<file path="src/rtl/shared_bus_reader.sv">
// shared_bus_reader
//
// Read-side sequencer for a shared tri-state bus. It enables one driver at a
// time through the one-hot `en` vector and keeps it on for SETTLE+1 cycles.
// It then captures the resolved bus value and offers it downstream with a
// valid/ready handshake. At least one all-off cycle (the HOLD cycle)
// separates consecutive drivers, so two drivers never overlap on the bus.
//
// Optional feature: define SHARED_BUS_ACCUM_EN to add a running signed sum
// of the words captured in the current scan.
//
// Ports:
//   clk        rising-edge clock
//   rst        synchronous, active-high reset
//   start      begin one scan of all sources (ignored while busy)
//   bus_in     resolved shared bus value
//   en         one-hot driver enables, all-zero when not driving
//   out_data   captured bus word
//   out_src    index of the source that produced out_data
//   out_valid  out_data/out_src valid
//   out_ready  downstream accepts the word on out_valid & out_ready
//   busy       high from start acceptance until the cycle after done
//   done       one-cycle pulse after the last word is accepted
//   acc_sum    (SHARED_BUS_ACCUM_EN) signed sum of the scan's words
//   acc_valid  (SHARED_BUS_ACCUM_EN) qualifies acc_sum, pulses with done
//
// Every output is driven straight from a flop. No input has a
// combinational path to any output.

module shared_bus_reader #(
  parameter  int NUM_SRC = 8,
  parameter  int WIDTH   = 21,
  parameter  int SETTLE  = 1,
  localparam int SRC_W   = $clog2(NUM_SRC)
) (
  input  logic               clk,
  input  logic               rst,
  input  logic               start,
  input  logic [WIDTH-1:0]   bus_in,
  output logic [NUM_SRC-1:0] en,
  output logic [WIDTH-1:0]   out_data,
  output logic [SRC_W-1:0]   out_src,
  output logic               out_valid,
  input  logic               out_ready,
  output logic               busy,
  output logic               done
`ifdef SHARED_BUS_ACCUM_EN
  ,
  output logic signed [WIDTH+SRC_W-1:0] acc_sum,
  output logic                          acc_valid
`endif
);

  typedef enum logic [1:0] {IDLE, DRIVE, HOLD, DONE} state_t;

  state_t             state, state_n;
  logic [SRC_W-1:0]   idx, idx_n;
  logic [3:0]         cnt, cnt_n;
  logic [NUM_SRC-1:0] en_n;
  logic [WIDTH-1:0]   data_n;
  logic [SRC_W-1:0]   src_n;
  logic               valid_n, busy_n, done_n;

`ifdef SHARED_BUS_ACCUM_EN
  logic signed [WIDTH+SRC_W-1:0] acc_sum_n;
  logic                          acc_valid_n;
`endif

  function automatic logic [NUM_SRC-1:0] onehot(input logic [SRC_W-1:0] i);
    onehot    = '0;
    onehot[i] = 1'b1;
  endfunction

  always_comb begin
    // NOTE: every signal gets a default before the case. This makes the
    // block purely combinational, and no path can leave a value
    // unassigned and infer a latch.
    state_n = state;
    idx_n   = idx;
    cnt_n   = cnt;
    en_n    = en;
    data_n  = out_data;
    src_n   = out_src;
    valid_n = out_valid;
    busy_n  = busy;
    done_n  = 1'b0;
`ifdef SHARED_BUS_ACCUM_EN
    acc_sum_n   = acc_sum;
    acc_valid_n = 1'b0;
`endif

    unique case (state)
      IDLE: begin
        en_n   = '0;
        busy_n = 1'b0;
        if (start) begin
          state_n = DRIVE;
          idx_n   = '0;
          cnt_n   = '0;
          en_n    = onehot('0);
          busy_n  = 1'b1;
`ifdef SHARED_BUS_ACCUM_EN
          acc_sum_n = '0;
`endif
        end
      end

      DRIVE: begin
        if (cnt == 4'(SETTLE)) begin
          // The bus has settled. Capture it and release the driver on the
          // same edge, so the following HOLD cycle is the turnaround.
          data_n  = bus_in;
          src_n   = idx;
          valid_n = 1'b1;
          en_n    = '0;
          state_n = HOLD;
`ifdef SHARED_BUS_ACCUM_EN
          acc_sum_n = acc_sum + {{SRC_W{bus_in[WIDTH-1]}}, bus_in};
`endif
        end else begin
          cnt_n = cnt + 4'd1;
        end
      end

      HOLD: begin
        if (out_valid && out_ready) begin
          valid_n = 1'b0;
          if (idx == SRC_W'(NUM_SRC - 1)) begin
            state_n = DONE;
            done_n  = 1'b1;
`ifdef SHARED_BUS_ACCUM_EN
            acc_valid_n = 1'b1;
`endif
          end else begin
            idx_n   = idx + 1'b1;
            cnt_n   = '0;
            en_n    = onehot(idx + 1'b1);
            state_n = DRIVE;
          end
        end
      end

      DONE: begin
        state_n = IDLE;
        busy_n  = 1'b0;
        en_n    = '0;
      end

      default: state_n = IDLE;
    endcase
  end

  always_ff @(posedge clk) begin
    // NOTE: state updates use non-blocking assignments. All flops then
    // sample the pre-edge values, whatever order the assignments are in.
    if (rst) begin
      state     <= IDLE;
      idx       <= '0;
      cnt       <= '0;
      en        <= '0;
      out_data  <= '0;
      out_src   <= '0;
      out_valid <= 1'b0;
      busy      <= 1'b0;
      done      <= 1'b0;
`ifdef SHARED_BUS_ACCUM_EN
      acc_sum   <= '0;
      acc_valid <= 1'b0;
`endif
    end else begin
      state     <= state_n;
      idx       <= idx_n;
      cnt       <= cnt_n;
      en        <= en_n;
      out_data  <= data_n;
      out_src   <= src_n;
      out_valid <= valid_n;
      busy      <= busy_n;
      done      <= done_n;
`ifdef SHARED_BUS_ACCUM_EN
      acc_sum   <= acc_sum_n;
      acc_valid <= acc_valid_n;
`endif
    end
  end

endmodule

</file>
<file path="config.mk">
export PLATFORM = sky130hd
export DESIGN_NAME = shared_bus_reader
export DESIGN_NICKNAME = d
export VERILOG_FILES = /design/src/rtl/shared_bus_reader.sv
export SDC_FILE = /design/constraint.sdc
export NUM_CORES = 1
export LEC_CHECK = 0
export ABC_AREA = 1
export BUFFER_PORTS_ARGS = -buffer_cell sky130_fd_sc_hd__clkbuf_2
export CAP_MARGIN = 0
export CORE_ASPECT_RATIO = 1.2
export CORE_MARGIN = 1.5
export CORE_UTILIZATION = 45
export CTS_CLUSTER_DIAMETER = 40
export CTS_CLUSTER_SIZE = 28
export DETAILED_ROUTE_END_ITERATION = 8
export PLACE_DENSITY_LB_ADDON = 0.3
export SYNTH_ARGS = -nofsm -noshare
export SYNTH_HDL_FRONTEND = slang
export SYNTH_SLANG_ARGS = --single-unit
</file>
<file path="constraint.sdc">
create_clock -name clk -period 4.5 [get_ports clk]
set_clock_uncertainty 0.1 [all_clocks]
set_input_delay 0.225 -clock clk [delete_from_list [all_inputs] [get_ports clk]]
set_output_delay 0.225 -clock clk [all_outputs]
set_load 0.02 [all_outputs]
</file>
# --- After elaboration in Yosys (flattened, before gate mapping) ---
# Cells that the tools add are included.
# Widths: inputs -> output; s select.
classes:
  add_sub_neg: 2
  multipliers: 0
  div: 0
  magnitude_cmp: 2
  n_eq_ne: 10
  n_shift: 0
  muxes: 27
  bitwise_logic: 2
  n_reduce_logical: 14
op_table:
  columns: ["op", "n"]
  rows:
  - ["$pmux 8 s4", 1]
  - ["$mux 8", 3]
  - ["$mux 4", 4]
  - ["$pmux 4 s3", 1]
  - ["$ne 2x2->1 const B", 5]
  - ["$mux 3", 3]
  - ["$reduce_and 3->1", 3]
  - ["$mux 2", 4]
  - ["$pmux 2 s4", 1]
  - ["$mux 1", 6]
  - ["$pmux 3 s2", 1]
  - ["$reduce_bool 2->1", 3]
  - ["$reduce_and 5->1", 1]
  - ["$add 4x1->4 const B", 1]
  - ["$eq 2x2->1 const B", 2]
  - ["$eq 4x1->1 const B", 1]
  - ["$lt 3x4->1 const B", 1]
  - ["$pmux 1 s2", 2]
  - ["$reduce_and 4->1", 1]
  - ["$add 3x1->3 const B", 1]
  - ["$demux 1 s3", 1]
  - ["$eq 3x3->1 const B", 1]
  - ["$ge 3x1->1 const B", 1]
  - ["$reduce_bool 3->1", 1]
  - ["other kinds (6)", 8]
word_totals:
  register_bits: 44
  latchBits: 0
  mem_bits_rw: 0
  rom_bits: 0
  in_bits: 25
  out_inout_bits: 35
  word_cells: 66
  n_memories: 0

# --- Longest topological paths before layout ---
logic_depth:
  word_depth: 8
  depth_mapped: 10
  ltp_nobuf: 9

# --- Worst setup path after synthesis ---
# OpenSTA, ideal clock, no wires.
synth_timing:
  path_type: "reg-to-reg"
  startpoint: "reg state[0]"
  endpoint: "reg idx[2]"
  setup_ps: 117
  arrival_time_ps: 1324
  required_ps: 4283
  setup_slack_ps: 2959
  path_stages_with_launch: 10
  n_path_buf: 1
  synth_period_minus_slack_ps: 1541
  path_cell_list: "dfxtp_1 inv_1 ha_1 buf_6 nand2_2 nand2_2 nor2_2 inv_1 a21oi_1 nor2_1"
synth_between:
  elab_chain_len: 3
  word_cells_on_any_way: 8
  cone_classes: "4 x eq/ne; 1 x mux; 3 x reduce/logical"
synth_rtl:
  columns: ["item", "line", "source"]
  rows:
  - ["start: declaration", "56", "state_t state, state_n;"]
  - ["start signal: assignment", "171", "state <= state_n;"]
  - ["$eq 2x2->1 / $logic_not 2->1 (equally long branches)", "92", "unique case (state)"]
  - ["$ne 2x2->1 (no line) / $reduce_bool 2->1 (equally long branches)", null, null]
  - ["$reduce_and 4->1 (no line)", null, null]
  - ["end signal: assignment", "172", "idx <= idx_n;"]
  - ["end: declaration", "57", "logic [SRC_W-1:0] idx, idx_n;"]
# Parallel ways exist; a longest one is shown, timed or not.
# A chain may end at the register's enable or synchronous reset.

# --- Final worst setup path ---
layout_timing:
  startpoint: "reg state[1]"
  endpoint: "reg out_data[5]"
layout_between:
  elab_chain_len: 2
layout_rtl:
  columns: ["item", "line", "source"]
  rows:
  - ["$eq 2x1->1", "92", null]
  - ["$reduce_and 2->1 (no line)", null, null]
  - ["end signal: assignment", "175", "out_data <= data_n;"]
  - ["end: declaration", "41", "output logic [WIDTH-1:0] out_data,"]
# Every way passes these cells.

==> results.md <==
* Part of the total power dissipated in the clock network at 20.9%
* TritonCTS clock tree: yes
* Post-route antenna net violation count at 0
* Clock root buffer: clkbuf_8
* Antenna violations before repair at 0
* Share of synthesized flip-flops with an asynchronous set or reset at 0%
* Post-synth cell types at 24
* Routability congestion estimate at 0.800
* Unrepaired setup endpoints after global routing: no
* Most common cell after layout, fill and taps aside: clkbuf_2
* Number of ports placed on the die boundary at 60
* Detailed Route WL at 4030 µm
* Max_slew headroom at between 30% and 40%
* Effective utilization at floorplan at 47.1%
* Most frequently used flop master after synthesis: dfxtp_1
* Most frequent cells in the layout: 59 x clkbuf_2, 44 x dfxtp_1, 41 x inv_1, 41 x nand2_1, 36 x a21oi_1
* NetSw at 620 µW
* Die area at between 4000 and 5000 µm²
* Leak at 0.00112 µW
* Worst Path Arrival at 1990 ps
* Detail-routed via count per cell at 4.78
* Clk slew on worst S/H paths at around 80 ps
* Critical Path Slowest Stage Cell: nand3_4
* Number of enable-type register cells in the synthesized netlist at 0
* Detailed-route wire length per cell at 10.5 µm
* Share of final-layout standard cells stronger than drive strength 1 at 24.8%
* Tightest Pin Transition at 1010 ps
* Share of the yosys chip area belonging to registers at 43.6%
* Setup crit start kind: register
* Combinational share of power at 42.1%
* Total gr overflow at 0
* Violation count after the first detailed-route iteration at 86
* Fraction of power spent switching nets at 41.3%
* Via count of the first global-routing pass at 1,556
* Max cap viols at 0
* Required @ worst endpoint at 4570 ps
* Sequential cell fraction of total power at 37.0%
* Seq cells post-synth at 44
* Highest net fanout along the worst path at 53
* Cts hold-fix bufs at 0
* Quantity of gates resized following cts at 0
* Hold crit path type: input port to register
* Ordered cell list for the critical path: inv_1 -> ha_1 -> nand3_4 -> o21ai_0 -> a21oi_1
* Period utilisation layout at 42.8%
* Total setup violations reported at the end of the flow at 0
* Row count at 26
* FF-to-FF setup slack at 2570 ps
* Outcome: complete, no violations
* HPWL reported at the end of detailed placement at approximately 2900 µm
* Clock period minus worst slack at 1930 ps
* Count of clock tree sinks at 44
* Final number of max-transition violations at 0
* Power density normalized to cell area at between 600 and 700 nW/µm²
* Maximum vdd ir drop at 323 µV
* Combined global-route utilization of all metal layers at 16.9%
* # nets final at 359
* Slowest stage delay, CP at 430 ps
* DRC violation count after routing at 0
* Post-synthesis instance area at around 2000 µm²
* Count of input and output buffers at ~60
* Number of nets produced by synthesis at 304
* Inserted Diodes at 0
* Chip width at 64.2 µm
* Clock Latency Late Sink at about 290 ps
* Overall die height at about 76 µm
* Number of clock buffers inserted by TritonCTS at 5
* Layout overhead on the synthesized area at 20.5%
* Kind of end point of the critical path: register
* Mapped Avg Cell Area at ~7.5 µm²
* Top achievable clock speed at 0.519 GHz
* Clock buffer depth at 2
* First-pass GRT wire length at 6590 µm
* Count of synthesis-stage warnings from yosys at 0
* Worst setup slack after placement at 2590 ps
* Via total after detailed routing at ~1.8k
* CORE AREA at roughly 4300 µm²
* CTS H-Tree Depth at 2
* Setup TNS at 0 ps
* Internal power at 882 µW
* Pre-Repair DR Iteration Count at 4
* Post-Syn Instances at 270
* Setup Crit Path Kind: register to register
* Worst Slack Setup Final at 2570 ps
* Hold violation total from the final report at 0
* Setup bufs post-CTS at 0
* Maximum number of pins on one net before global-route repair at 54
-- power groups by stage --
stage	combinational [µW]	clock [µW]	sequential (µW)
after detailed placement	635	0	565
after global routing	716	337	571
final	633	313	556
after global placement	621	0	564
after floorplan	428	0	633
after CTS	637	322	557
-- final timing paths --
check,endpoint,depth (start not counted),from
hold / removal,busy,3,start
setup / recovery,out_data[5],5,state[1]
hold reg to reg,out_src[2],2,out_src[2]
setup reg to reg,out_data[5],5,state[1]
-- flip-flops by register name (all words and copies together) (netlist names) --
signal / count
busy: 1
cnt: 4
done: 1
en: 8
idx: 3
out_data: 21
out_src: 3
out_valid: 1
state: 2
-- critical path, delay by kind of cell (launching register included) --
family	cells	cell delay, ps
AOI/OAI and AO/OA	2	450
and+or+nand+nor	1	430
DFF	1	340
adders and majority gates	1	320
buffers and inverters	1	150
-- synth_stat cells (2+ instances only) --
cell type	instances	area (µm²)
nand3_1	9	45.0
inv_1	41	154
nor2_4	2	22.5
nand2_1	41	154
nand3_4	2	35.0
nor2_2	2	12.5
buf_6	2	22.5
o21ai_0	26	130
nand2_2	5	31.3
nor2_1	28	105
buf_2	6	30.0
a21oi_1	36	180
buf_4	2	15.0
dfxtp_1	44	881
ha_1	9	113
o21ai_1	6	30.0
nor3_1	2	10.0
-- logic make-up after synthesis --
logic type / share of synthesized area [%]
AO/OA/AOI/OAI: 18.0
adder cells (fa/ha/maj): 5.57
buffers and inverters: 11.3
flip-flops: 43.6
AND/OR/NAND/NOR: 21.5
-- final cells by class --
type                            instances  area, µm²
Fill cell                             442       1860
Multi-Input combinational cell        173        912
Sequential cell                        44        881
Timing Repair Buffer                   59        295
Inverter                               42        158
Clock buffer                            6       82.6
Tap cell                               56       70.1
Clock inverter                          2       38.8
-- layer usage --
| layer | vias up | track usage, % | part of all wire [%] |
|---|---|---|---|
| li1 | 965 | - | - |
| met1 | 797 | 19.4 | 47 |
| met2 | 60 | 29.0 | 45 |
| met3 | 4 | 4.28 | 6.0 |
| met4 | 0 | 7.66 | 1.7 |
| met5 | - | 0 | 0 |
-- per-stage QoR --
step	std cells	cell area [µm²]	util, %	total power (µW)	hold WS (ps)
2_1_floorplan	270	2020	-	1060	194
3_3_place_gp	374	2320	53.9	1180	333
3_5_place_dp	374	2320	53.9	1200	337
4_1_cts	382	2440	56.8	1520	98.7
5_1_grt	382	2440	56.8	1620	126
6_report	382	2440	56.8	1500	106
Note: power is estimated with default switching activity, not from simulation.
